===== src/rtl/dram_arbiter.sv =====
// Two-port (fetch + data) arbiter in front of a single-port DRAM model.
// Sequences multi-cycle RD/WR strobes and returns results with one-cycle valid pulses.
module dram_arbiter #(
    parameter int unsigned ADDR_W   = 16,
    parameter int unsigned DATA_W   = 16,
    parameter int unsigned RD_LAT   = 2,
    parameter int unsigned WR_CYC   = 1,
    parameter int unsigned FAIR_MAX = 4
) (
    input  logic              Clk,
    input  logic              Rst,
    input  logic              IReq,
    input  logic [ADDR_W-1:0] IAddr,
    output logic              IGnt,
    output logic [DATA_W-1:0] IData,
    output logic              IValid,
    input  logic              DReq,
    input  logic              DWe,
    input  logic [ADDR_W-1:0] DAddr,
    input  logic [DATA_W-1:0] DWData,
    output logic              DGnt,
    output logic [DATA_W-1:0] DRData,
    output logic              DValid,
    output logic [ADDR_W-1:0] MemAddr,
    output logic [DATA_W-1:0] MemDataIn,
    output logic              MemRD,
    output logic              MemWR,
    input  logic [DATA_W-1:0] MemDataOut,
    output logic              Busy
);

    localparam int unsigned LAT_MAX = (RD_LAT > WR_CYC) ? RD_LAT : WR_CYC;
    localparam int unsigned CNT_W   = $clog2(LAT_MAX + 1);
    localparam int unsigned FCNT_W  = $clog2(FAIR_MAX + 1);

    typedef enum logic [1:0] {IDLE, READ, WRITE, RESP} state_t;

    state_t              state_q, state_d;
    logic [FCNT_W-1:0]   fair_q, fair_d;
    logic [CNT_W-1:0]    cnt_q, cnt_d;
    logic                src_is_d_q, src_is_d_d;
    logic [ADDR_W-1:0]   addr_q, addr_d;
    logic [DATA_W-1:0]   wdata_q, wdata_d;
    logic                rd_q, rd_d;
    logic                wr_q, wr_d;
    logic [DATA_W-1:0]   idata_q, idata_d;
    logic [DATA_W-1:0]   drdata_q, drdata_d;
    logic                ivalid_q, ivalid_d;
    logic                dvalid_q, dvalid_d;
    logic                busy_q, busy_d;

    logic                idle_c;
    logic                force_c;
    logic                igrant_c;
    logic                dgrant_c;

    // Grants are combinational and only offered from IDLE
    assign idle_c   = (state_q == IDLE);
    assign force_c  = (fair_q == FCNT_W'(FAIR_MAX));
    assign dgrant_c = idle_c & DReq & ~force_c;
    assign igrant_c = idle_c & IReq & (~DReq | force_c);

    assign IGnt      = igrant_c;
    assign DGnt      = dgrant_c;
    assign IData     = idata_q;
    assign IValid    = ivalid_q;
    assign DRData    = drdata_q;
    assign DValid    = dvalid_q;
    assign MemAddr   = addr_q;
    assign MemDataIn = wdata_q;
    assign MemRD     = rd_q;
    assign MemWR     = wr_q;
    assign Busy      = busy_q;

    always_comb begin
        state_d    = state_q;
        fair_d     = fair_q;
        cnt_d      = cnt_q;
        src_is_d_d = src_is_d_q;
        addr_d     = addr_q;
        wdata_d    = wdata_q;
        rd_d       = rd_q;
        wr_d       = wr_q;
        idata_d    = idata_q;
        drdata_d   = drdata_q;
        ivalid_d   = 1'b0;
        dvalid_d   = 1'b0;

        unique case (state_q)
            IDLE: begin
                // Fairness counter only moves on IDLE edges
                if (igrant_c) begin
                    fair_d = '0;
                end else if (dgrant_c && IReq) begin
                    if (!force_c) fair_d = fair_q + FCNT_W'(1);
                end else if (!IReq) begin
                    fair_d = '0;
                end

                if (dgrant_c) begin
                    src_is_d_d = 1'b1;
                    addr_d     = DAddr;
                    wdata_d    = DWData;
                    if (DWe) begin
                        state_d = WRITE;
                        wr_d    = 1'b1;
                        cnt_d   = CNT_W'(WR_CYC - 1);
                    end else begin
                        state_d = READ;
                        rd_d    = 1'b1;
                        cnt_d   = CNT_W'(RD_LAT - 1);
                    end
                end else if (igrant_c) begin
                    src_is_d_d = 1'b0;
                    addr_d     = IAddr;
                    state_d    = READ;
                    rd_d       = 1'b1;
                    cnt_d      = CNT_W'(RD_LAT - 1);
                end
            end
            READ: begin
                if (cnt_q == '0) begin
                    rd_d    = 1'b0;
                    state_d = RESP;
                    if (src_is_d_q) begin
                        drdata_d = MemDataOut;
                        dvalid_d = 1'b1;
                    end else begin
                        idata_d  = MemDataOut;
                        ivalid_d = 1'b1;
                    end
                end else begin
                    cnt_d = cnt_q - CNT_W'(1);
                end
            end
            WRITE: begin
                if (cnt_q == '0) begin
                    wr_d     = 1'b0;
                    state_d  = RESP;
                    dvalid_d = 1'b1;
                end else begin
                    cnt_d = cnt_q - CNT_W'(1);
                end
            end
            RESP: begin
                state_d = IDLE;
            end
            default: begin
                state_d = IDLE;
                rd_d    = 1'b0;
                wr_d    = 1'b0;
            end
        endcase

        busy_d = (state_d != IDLE);
    end

    always_ff @(posedge Clk or posedge Rst) begin
        if (Rst) begin
            state_q    <= IDLE;
            fair_q     <= '0;
            cnt_q      <= '0;
            src_is_d_q <= 1'b0;
            addr_q     <= '0;
            wdata_q    <= '0;
            rd_q       <= 1'b0;
            wr_q       <= 1'b0;
            idata_q    <= '0;
            drdata_q   <= '0;
            ivalid_q   <= 1'b0;
            dvalid_q   <= 1'b0;
            busy_q     <= 1'b0;
        end else begin
            state_q    <= state_d;
            fair_q     <= fair_d;
            cnt_q      <= cnt_d;
            src_is_d_q <= src_is_d_d;
            addr_q     <= addr_d;
            wdata_q    <= wdata_d;
            rd_q       <= rd_d;
            wr_q       <= wr_d;
            idata_q    <= idata_d;
            drdata_q   <= drdata_d;
            ivalid_q   <= ivalid_d;
            dvalid_q   <= dvalid_d;
            busy_q     <= busy_d;
        end
    end

endmodule


===== config.mk =====
export PLATFORM = sky130hd
export DESIGN_NAME = dram_arbiter
export DESIGN_NICKNAME = d
export VERILOG_FILES = /design/src/rtl/dram_arbiter.sv
export SDC_FILE = /design/constraint.sdc
export NUM_CORES = 1
export LEC_CHECK = 0
export CORE_UTILIZATION = 42
export DETAILED_ROUTE_END_ITERATION = 10
export PLACE_DENSITY = 0.82
export SLEW_MARGIN = 20
export SYNTH_ARGS = -nofsm -noshare
export SYNTH_HDL_FRONTEND = slang
export SYNTH_SLANG_ARGS = --single-unit

===== constraint.sdc =====
create_clock -name Clk -period 3.35 [get_ports Clk]
set_clock_uncertainty 0.1 [all_clocks]
set_input_delay 0.67 -clock Clk [delete_from_list [all_inputs] [get_ports Clk]]
set_output_delay 0.67 -clock Clk [all_outputs]
set_load 0.02 [all_outputs]

Word-level counts from Yosys, hierarchy flattened. Index checks and enable logic that the tools add are counted.

Register bits: 77. Input bits: 69. Output and inout bits: 71. Word-level logic and storage cells: 86.

Add/sub/neg operators: 2. Equality and inequality tests: 13. Mux-type cells: 33. Bitwise operators: 8. Reductions and logical operators: 17.

Operators by type and width (count): 2-to-1 mux 16 bit (2); 2-to-1 mux 1 bit (15); 2-to-1 mux 2 bit (7); 2-to-1 mux 3 bit (4); AND reduction 3 bit (4); nonzero test 2 bit (5); inequality test 2 bit, second input constant (4); AND reduction 4 bit (2); inequality test 3 bit, second input constant (2); case mux 1 bit (2 select lines) (3); case mux 2 bit (3 select lines) (1); bitwise AND 1 bit (4); == test 2 bit, second input constant (2); zero test 2 bit (2); case mux 2 bit (2 select lines) (1); AND reduction 2 bit (2); adder 3 x 1 -> 3 bit, second input constant (1); == test 3 bit, second input constant (1); inequality test 3 x 1 -> 1 bit, second input constant (1); inequality test 3 x 2 -> 1 bit, second input constant (1); NOT 1 bit (3); == test 2 x 1 -> 1 bit, second input constant (1); inequality test 2 x 1 -> 1 bit, second input constant (1); OR reduction 2 bit (1); 3 further kinds (3).

Depth between registers and ports, before layout. Gate-level depths: netlist of run 1.

Depth in word-level cells: 7. Depth in mapped cells: 8. Mapped depth without buffers: 6.

Least setup slack after synthesis of run 1. OpenSTA, ideal clock, no wires.

Path type: reg-to-output. From: register state_q[0]. To: output IGnt. Data arrival time: 1.433 ns. Required time: 2.580 ns. Slack: 1.147 ns. Cell stages (with the launch flop): 7. Cells stage by stage: dfrtp_1 inv_1 ha_1 buf_2 nand2_1 nor2_2 buf_2.

Word-level cells in the longest chain between the ends: 3.

Ends and longest elaborated chain: start: declaration (RTL line 38) `state_t state_q, state_d;`; start signal: assignment (RTL line 174) `state_q <= state_d;`; zero test 2 bit (RTL line 58) `assign idle_c = (state_q == IDLE);`; bitwise AND 1 bit (2 in series) (RTL line 61) `assign igrant_c = idle_c & IReq & (~DReq | force_c);`; end: declaration (RTL line 14) `output logic IGnt,`.

Every way passes these cells.

Worst setup path after layout of run 1. Same ends and word-level chain as after synthesis.

==> results of run 1 <==
[flip-flops by register name (all words and copies together) (netlist names), 2 cells and up]
name / cells
DRData: 16
IData: 16
MemAddr: 16
MemDataIn: 16
fair_q: 3
cnt_q: 2
state_q: 2
[power breakdown]
part	internal [mW]	switching, mW	total, mW
Sequential	1.39	0.237	1.63
Combinational	1.31	1.22	2.53
Clock	0.420	0.338	0.758
[tightest hold or removal path: cells and delay by family, from the launching register on]
kind                   cells  cell delay, ns
AOI/OAI and AO/OA          1            0.06
buffers and inverters      1            0.05
DFF                        1            0.34
[area by class of cell]
cell class                 instances  area (um2)  area share [%]
sequential                        77        1930            38.9
clock buffer                      10         128            2.57
timing repair buffer             144        1440            29.1
multi-input combinational        120        1150            23.2
tap                               99         124            2.50
clock inverter                     6        86.3            1.74
inverter                          27         101            2.04
[final timing paths]
kind	startpoint	to	cells past startpoint
setup / recovery	state_q[0]$_DFF_PP0_	IGnt	5
hold / removal	MemAddr[5]$_DFFE_PP0P_	MemAddr[5]$_DFFE_PP0P_	2
setup reg to reg	state_q[0]$_DFF_PP0_	MemDataIn[13]$_DFFE_PP0P_	5
hold reg to reg	MemAddr[5]$_DFFE_PP0P_	MemAddr[5]$_DFFE_PP0P_	2
max in group asynchronous	Rst	fair_q[1]$_DFFE_PP0P_	3
min in group asynchronous	Rst	MemDataIn[8]$_DFFE_PP0P_	2
[per-stage QoR]
stage                     power (mW)  hold slack (ns)  util, %
after global routing            5.22            0.400     67.3
after global placement          4.12            0.366     64.4
final                           4.92            0.391     67.3
after detailed placement        4.19            0.374     64.4
after CTS                       4.97            0.392     67.3
after floorplan                 3.08            0.382        -
[cell usage in the layout, fill, tap and decap left out, drive strengths merged, types with 5 or more instances in the layout]
master / synthesis / final
a222oi: 16 / 16
clkdlybuf4s50: 0 / 139
inv: 27 / 28
clkbuf: 0 / 10
mux2: 48 / 48
nor2: 5 / 5
nand2: 7 / 7
buf: 11 / 5
ha: 8 / 8
nand3: 5 / 5
dfrtp: 77 / 77
[routing by layer]
layer	up-vias	share of wire, %	wire [um]
met1	1177	41	3170
met3	5	7.9	603
met5	-	0	0
met2	115	50	3810
met4	0	0.81	62
li1	1138	-	-
[logic make-up (layout without fill, tap and decap cells)]
group,count (synthesis),after routing,synth area share [%]
DFF,77,77,58.9
muxes,48,48,17.6
buffers and inverters,38,187,5.89
AOI/OAI and AO/OA,37,37,9.99
and+or+nand+nor,27,27,4.55
adders and majority gates,8,8,3.06
==> results.json, run 1 <==
{
  "synthCells": 235,
  "drtAntennaViolNets": 0,
  "fillers": 559,
  "yosys.area.top_type": "dfrtp_1",
  "crit_chain": "inv_1, ha_1, nand2_1, nor2_2, clkdlybuf4s50_1",
  "clock_tree.buffer_depth": 2,
  "yosys-top-cells-count": "dfrtp_1 (77), inv_1 (27), mux2_2 (20), mux2_1 (19), a222oi_1 (16)",
  "crit_slowest_cell": "clkdlybuf4s50_1",
  "cp-end-kind": "primary output",
  "drive_gt1_share_pct": 14.6,
  "critPathBufInv": 2,
  "synthDominantCellAreaShare_pct": 58.9,
  "dpl.cell_count": 467,
  "yosys.cell_count.top_type": "dfrtp_1",
  "cap_violations": 0,
  "worstSetupPathType": "reg2out",
  "grt_max_degree": 34,
  "core_um2": 7370,
  "grt_util_met3_pct": 5.84,
  "cp-start-kind": "register",
  "setup_violations": 0,
  "hold_class": "reg2reg",
  "crit_family": "buffers and inverters",
  "grtUsageTotal_pct": 20.0,
  "postCtsSetupBuffers": 0,
  "insertion_delay_ns": 0.34,
  "path_clk_slew_ns": 0.08,
  "setup_tns_ns": 0,
  "grt-ovfl-total": 0,
  "ys_warn_count": 0,
  "cp_data_required_time_ns": 2.58,
  "peakVddDrop_mv": 0.516,
  "vias_per_cell": 5.04,
  "synth_edf_count": 0,
  "grt.busiest_layer": "met2",
  "place_area_um2": 4740,
  "antennaDiodeCount": 0,
  "first_iter_violations": 169,
  "dieArea_um2": 8140,
  "grt_use_met1_pct": 24.8,
  "critPathMaxFanout": 12,
  "rsz0062_at_grt": "no",
  "finalHoldViolCount": 0,
  "instances_no_fill": 483,
  "cts_tree": "yes",
  "arrival_ns": 2.28,
  "synth_area_um2": 3270,
  "leakagePower_nw": 2.21,
  "die_w_um": 90.2,
  "ff2ff_setup_slack_ns": 1.12,
  "fin_area_um2": 4960,
  "grt_pass1_wl_mm": 12.7,
  "synth_area_leaders": "dfrtp_1 (59%), mux2_2 (6.9%), mux2_1 (6.5%)",
  "wirelength_mm": 7.64,
  "cts_max_level": 3,
  "setup_slack_ns": 0.297,
  "placementRows": 31,
  "dr.pass1.iters": 4,
  "die_y_um": 90.2,
  "io_buffers": 139,
  "period_minus_slack_ns": 3.05,
  "ys.flop_type": "dfrtp_1",
  "power_density_nw_per_um2": 992,
  "finalWeightedCongestion": 0.760,
  "ys_async_sr_fraction_pct": 100,
  "place_hpwl_mm": 5.64,
  "slew_violations": 0,
  "antenna_found_initial": 0,
  "synth_cell_types": 38,
  "status": "finished clean",
  "use_met2_pct": 33.7,
  "cts_resized": 0,
  "ys_seq_area_share_pct": 58.9,
  "dr_total_vias": 2435,
  "final.period_utilization_pct": 91.1,
  "synth_area_per_cell_um2": 13.9,
  "fmax_mhz": 328,
  "worstMarginPinSlew_ns": 0.536,
  "max_slew_margin_pct": 64.2,
  "cpPeakStageDelay_ns": 0.63,
  "cts_hold_buf": 0,
  "dp_slack_ns": 0.422,
  "ys_seq_elements": 77,
  "num_io_pins": 140,
  "nets": 456,
  "area_growth_pct": 51.6,
  "ctsRootBufferMaster": "clkbuf_8",
  "start_util_pct": 44.4,
  "grt_pass1_vias": 2515,
  "synth_nets": 312,
  "wl_per_cell_um": 15.8,
  "drc": 0,
  "clock_sinks": 77,
  "cts_buffers": 9
}
Note: power is estimated with default switching activity, not from simulation.
==> run 2, diff against run 1 <==
--- a/config.mk
+++ b/config.mk
@@ -5,7 +5,9 @@
 export SDC_FILE = /design/constraint.sdc
 export NUM_CORES = 1
 export LEC_CHECK = 0
-export CORE_UTILIZATION = 42
+export CELL_PAD_IN_SITES_DETAIL_PLACEMENT = 0
+export CELL_PAD_IN_SITES_GLOBAL_PLACEMENT = 1
+export CORE_UTILIZATION = 33
 export DETAILED_ROUTE_END_ITERATION = 10
 export PLACE_DENSITY = 0.82
 export SLEW_MARGIN = 20
==> run 2 against run 1 <==
Via count is 0.99% higher. First-iteration DRC count is 50% lower. Critical path depth stayed put. Worst setup slack better by 0.022 ns. Sequential cell count stayed put. Total power is 1.4% higher. Final cell count is 6.4% higher. Die area is 27% higher. Combinational power hardly changed. Sequential share of layout area is 0.47 points lower. Critical path type unchanged. Critical endpoint unchanged. Largest cell class unchanged.
==> results.json, run 2 (synthesized netlist as in run 1, its figures left out) <==
{
  "grt-ovfl-total": 0,
  "final.period_utilization_pct": 90.5,
  "drtAntennaViolNets": 0,
  "clock_tree.buffer_depth": 2,
  "crit_slowest_cell": "clkdlybuf4s50_1",
  "insertion_delay_ns": 0.35,
  "io_buffers": 139,
  "area_growth_pct": 53.5,
  "max_slew_margin_pct": 57.3,
  "worstSetupPathType": "reg2out",
  "antennaDiodeCount": 0,
  "final_common_cell": "clkdlybuf4s50_1",
  "fmax_mhz": 330,
  "place_hpwl_mm": 5.64,
  "p_int_mw": 3.17,
  "finalHoldViolCount": 0,
  "cts_hold_buf": 0,
  "hp-start": "MemDataIn[5]$_DFFE_PP0P_",
  "dr_total_vias": 2459,
  "critPathMaxFanout": 12,
  "die_w_um": 102,
  "placementRows": 35,
  "drc": 0,
  "peakVddDrop_mv": 0.479,
  "arrival_ns": 2.26,
  "ff2ff_setup_slack_ns": 1.13,
  "grt_pass1_wl_mm": 12.3,
  "worst_r2r_path_depth": 5,
  "crit_family": "buffers and inverters",
  "cts_max_level": 3,
  "hold_class": "reg2reg",
  "cap_violations": 0,
  "core_um2": 9420,
  "rsz0062_at_grt": "no",
  "antenna_found_initial": 0,
  "slew_violations": 0,
  "wl_per_cell_um": 15.1,
  "dpl.cell_count": 498,
  "cts_tree": "yes",
  "power_density_nw_per_um2": 994,
  "ctsRootBufferMaster": "clkbuf_8",
  "critPathBufInv": 2,
  "worstMarginPinSlew_ns": 0.640,
  "cp_data_required_time_ns": 2.58,
  "grtUsageTotal_pct": 15.7,
  "clock_sinks": 77,
  "dieArea_um2": 10300,
  "mostFrequentLayoutCells": "clkdlybuf4s50_1 (139), dfrtp_1 (77), inv_1 (26)",
  "pwr-share-comb_pct": 50.7,
  "dr.pass1.iters": 5,
  "setup_tns_ns": 0,
  "r2r_end": "MemDataIn[10]$_DFFE_PP0P_",
  "status": "finished clean",
  "cp-start-kind": "register",
  "leakagePower_nw": 2.22,
  "cts_buffers": 9,
  "finalPower_mw": 4.98,
  "cp-end-kind": "primary output",
  "timing.rr.start": "state_q[0]$_DFF_PP0_",
  "grt_pass1_vias": 2520,
  "die_y_um": 102,
  "power_switching_mw": 1.82,
  "p_seq_share_pct": 32.6,
  "setup_violations": 0,
  "drive_gt1_share_pct": 15.1,
  "finalWeightedCongestion": 0.759,
  "grt_max_degree": 37,
  "cts_resized": 0,
  "first_iter_violations": 85,
  "wirelength_mm": 7.76,
  "final_util_pct": 53.3,
  "path_clk_slew_ns": 0.08,
  "swShare_pct": 36.4,
  "num_io_pins": 140,
  "vias_per_cell": 4.78,
  "holdPathStages": 1,
  "instances_no_fill": 514,
  "postCtsSetupBuffers": 0,
  "period_minus_slack_ns": 3.03,
  "fillers": 842,
  "cpPeakStageDelay_ns": 0.64,
  "nets": 457,
  "crit_chain": "inv_1, ha_1, nand2_1, nor2_2, clkdlybuf4s50_1",
  "clkPwrFrac_pct": 16.8,
  "start_util_pct": 34.7,
  "hold-path-endpoint": "MemDataIn[5]$_DFFE_PP0P_"
}
## run 2: power groups by stage
stage / Sequential, mW / Clock (mW) / Combinational [mW]
after floorplan: 2.14 / 0 / 0.937
after global placement: 1.63 / 0 / 2.52
after detailed placement: 1.64 / 0 / 2.55
after CTS: 1.63 / 0.865 / 2.56
after global routing: 1.68 / 0.895 / 2.73
final: 1.62 / 0.836 / 2.53
## run 2: layout make-up
| type | instances | area [um2] | area share, % |
|---|---|---|---|
| tap | 129 | 161 | 3.22 |
| clock inverter | 5 | 88.8 | 1.77 |
| inverter | 27 | 103 | 2.04 |
| multi-input combinational | 120 | 1150 | 22.9 |
| timing repair buffer | 145 | 1440 | 28.6 |
| sequential | 77 | 1930 | 38.4 |
| clock buffer | 11 | 151 | 3.02 |
## run 2: per-stage QoR
step	hold slack (ns)	instance area (um2)	worst slack, ns
final	0.390	5020	0.319
after global routing	0.409	5020	0.148
after global placement	0.368	4780	0.400
after floorplan	0.382	3270	0.613
after detailed placement	0.375	4780	0.398
after CTS	0.395	5020	0.311
## run 2: how the worst max path moves through the flow
stage | from | slack, ns | end | depth (start not counted)
floorplan | Rst | 0.61 | Busy$_DFF_PP0_ | 1
global placement | IReq | 0.40 | IGnt | 4
detailed placement | IReq | 0.40 | IGnt | 4
CTS | state_q[0]$_DFF_PP0_ | 0.31 | IGnt | 5
global route | state_q[0]$_DFF_PP0_ | 0.15 | IGnt | 5
finish | state_q[0]$_DFF_PP0_ | 0.32 | IGnt | 5
## run 2: per-layer routing
metal  vias up  GRT usage, %  share of wire, %  wire [um]
li1       1134             -                 -          -
met1      1213          18.6                43       3330
met2        98          26.7                48       3750
met3        14          4.14               6.5        501
met4         0          6.80               2.1        166
met5         -             0                 0          0
==> run 3, diff against run 2 <==
--- a/config.mk
+++ b/config.mk
@@ -7,9 +7,9 @@
 export LEC_CHECK = 0
 export CELL_PAD_IN_SITES_DETAIL_PLACEMENT = 0
 export CELL_PAD_IN_SITES_GLOBAL_PLACEMENT = 1
-export CORE_UTILIZATION = 33
+export CORE_UTILIZATION = 30
 export DETAILED_ROUTE_END_ITERATION = 10
-export PLACE_DENSITY = 0.82
+export PLACE_DENSITY = 0.79
 export SLEW_MARGIN = 20
 export SYNTH_ARGS = -nofsm -noshare
 export SYNTH_HDL_FRONTEND = slang
==> constraint.sdc (replaced) <==
create_clock -name Clk -period 2.7 [get_ports Clk]
set_clock_uncertainty 0.1 [all_clocks]
set_input_delay 0.54 -clock Clk [delete_from_list [all_inputs] [get_ports Clk]]
set_output_delay 0.54 -clock Clk [all_outputs]
set_load 0.02 [all_outputs]
==> run 3 against run 2 <==
Hold slack got worse by 0.017 ns. Critical path depth decreased by 1. Register-to-register slack got worse by 0.66 ns. Combinational power increased by 25%. Via count decreased by 0.41%. Sequential power increased by 25%. Global-route usage decreased by 1.5 points. Worst setup slack got worse by 0.014 ns. Non-clock buffer count increased by 4. Critical path type is now in2out. Sequential share of layout area increased by 0.22 points. Sequential cell count unchanged. First-iteration DRC count increased by 33%.
==> results.json, run 3 (synthesized netlist as in run 1, its figures left out) <==
{
  "instances_no_fill": 525,
  "clock_tree.buffer_depth": 2,
  "cp_data_required_time_ns": 2.06,
  "finalHoldViolCount": 0,
  "critPathMaxFanout": 3,
  "worst_r2r_path_depth": 5,
  "rsz0062_at_grt": "no",
  "dr.pass1.iters": 6,
  "hold_class": "in2async",
  "wirelength_mm": 7.83,
  "cp-start-kind": "input pin",
  "area_growth_pct": 52.6,
  "io_buffers": 139,
  "setup_violations": 0,
  "dpl.cell_count": 509,
  "postCtsSetupBuffers": 0,
  "cap_violations": 0,
  "finalWeightedCongestion": 0.784,
  "vias_per_cell": 4.66,
  "power_density_nw_per_um2": 1190,
  "die_w_um": 106,
  "cp-end-kind": "primary output",
  "p_seq_share_pct": 34.0,
  "grt_pass1_vias": 2548,
  "start_util_pct": 31.2,
  "wl_per_cell_um": 14.9,
  "cts_tree": "yes",
  "setup_tns_ns": 0,
  "worstSetupPathType": "in2out",
  "ctsRootBufferMaster": "clkbuf_8",
  "period_minus_slack_ns": 2.39,
  "drc": 0,
  "path_clk_slew_ns": 0.08,
  "grt_pass1_wl_mm": 12.6,
  "die_y_um": 106,
  "p_int_mw": 3.71,
  "cts_max_level": 3,
  "insertion_delay_ns": 0.34,
  "dp_slack_ns": 0.0726,
  "grt_max_degree": 34,
  "placementRows": 37,
  "finalPower_mw": 5.94,
  "num_io_pins": 140,
  "nets": 461,
  "grt-ovfl-total": 0,
  "critPathBufInv": 2,
  "pwr-share-comb_pct": 53.4,
  "drtAntennaViolNets": 0,
  "leakagePower_nw": 2.22,
  "arrival_ns": 1.75,
  "peakVddDrop_mv": 0.453,
  "cpPeakStageDelay_ns": 0.52,
  "mostFrequentLayoutCells": "clkdlybuf4s50_1 (137), dfrtp_1 (77), inv_1 (26)",
  "crit_family": "buffers and inverters",
  "final_common_cell": "clkdlybuf4s50_1",
  "fmax_mhz": 418,
  "final_util_pct": 47.7,
  "clock_sinks": 77,
  "crit_chain": "clkdlybuf4s50_1, a21boi_2, nor2_2, dlygate4sd2_1",
  "dr_total_vias": 2449,
  "fin_area_um2": 4990,
  "grtUsageTotal_pct": 14.2,
  "drive_gt1_share_pct": 15.7,
  "place_area_um2": 4820,
  "core_um2": 10500,
  "final.period_utilization_pct": 88.7,
  "worstMarginPinSlew_ns": 0.999,
  "setup_slack_ns": 0.305,
  "clkPwrFrac_pct": 12.7,
  "cts_hold_buf": 0,
  "power_switching_mw": 2.23,
  "status": "finished clean",
  "holdWs_ns": 0.373,
  "path_depth": 4,
  "cts_buffers": 9,
  "antennaDiodeCount": 0,
  "max_slew_margin_pct": 33.4,
  "slew_violations": 0,
  "crit_slowest_cell": "clkdlybuf4s50_1",
  "dieArea_um2": 11300,
  "first_iter_violations": 113,
  "antenna_found_initial": 0,
  "place_hpwl_mm": 5.71,
  "swShare_pct": 37.5
}
==> run 3: cell type report <==
cell class              count  area, um2
inverters                  27        103
well taps                 136        170
multi-input cells         120       1150
repair buffers            149       1470
fillers                   991       5470
flip-flops and latches     77       1930
clock inverters             5       37.5
clock buffers              11        131
==> run 3: worst paths after layout <==
kind                                           start                         to  slack [ns]
min in group Clk           MemDataIn[14]$_DFFE_PP0P_  MemDataIn[14]$_DFFE_PP0P_        0.39
max in group asynchronous                        Rst   MemDataIn[1]$_DFFE_PP0P_        1.48
setup / recovery                                DReq                       IGnt        0.31
setup reg to reg                state_q[1]$_DFF_PP0_       IData[9]$_DFFE_PP0P_        0.47
hold reg to reg            MemDataIn[14]$_DFFE_PP0P_  MemDataIn[14]$_DFFE_PP0P_        0.39
hold / removal                                   Rst      IData[12]$_DFFE_PP0P_        0.37
==> run 3: worst register-to-register path, cell delays in order (launching register included) <==
cell and delay [ns]:
dfrtp_1 0.42, inv_1 0.10, ha_1 0.23, nand2_1 0.09, or2_1 0.76, mux2_1 0.41
==> run 3: power by group through the flow <==
| stage | registers [mW] | logic (mW) | clock network (mW) |
|---|---|---|---|
| floorplan | 2.66 | 1.16 | 0 |
| global placement | 2.01 | 3.17 | 0 |
| detailed placement | 2.04 | 3.21 | 0 |
| CTS | 2.02 | 3.22 | 0.795 |
| global route | 2.10 | 3.39 | 0.843 |
| finish | 2.02 | 3.17 | 0.752 |
==> run 3: what timing repair did <==
item	CTS	global route
hold endpoints to repair	0	0
endpoints found under the setup margin	2	1
resized for setup	2	1
==> run 3: metal layers <==
layer,GRT usage [%],wire length (um),vias to the layer above
met5,0,0,-
met4,4.46,72,0
met3,3.68,485,4
met2,24.0,3900,87
met1,17.6,3380,1215
li1,-,-,1143
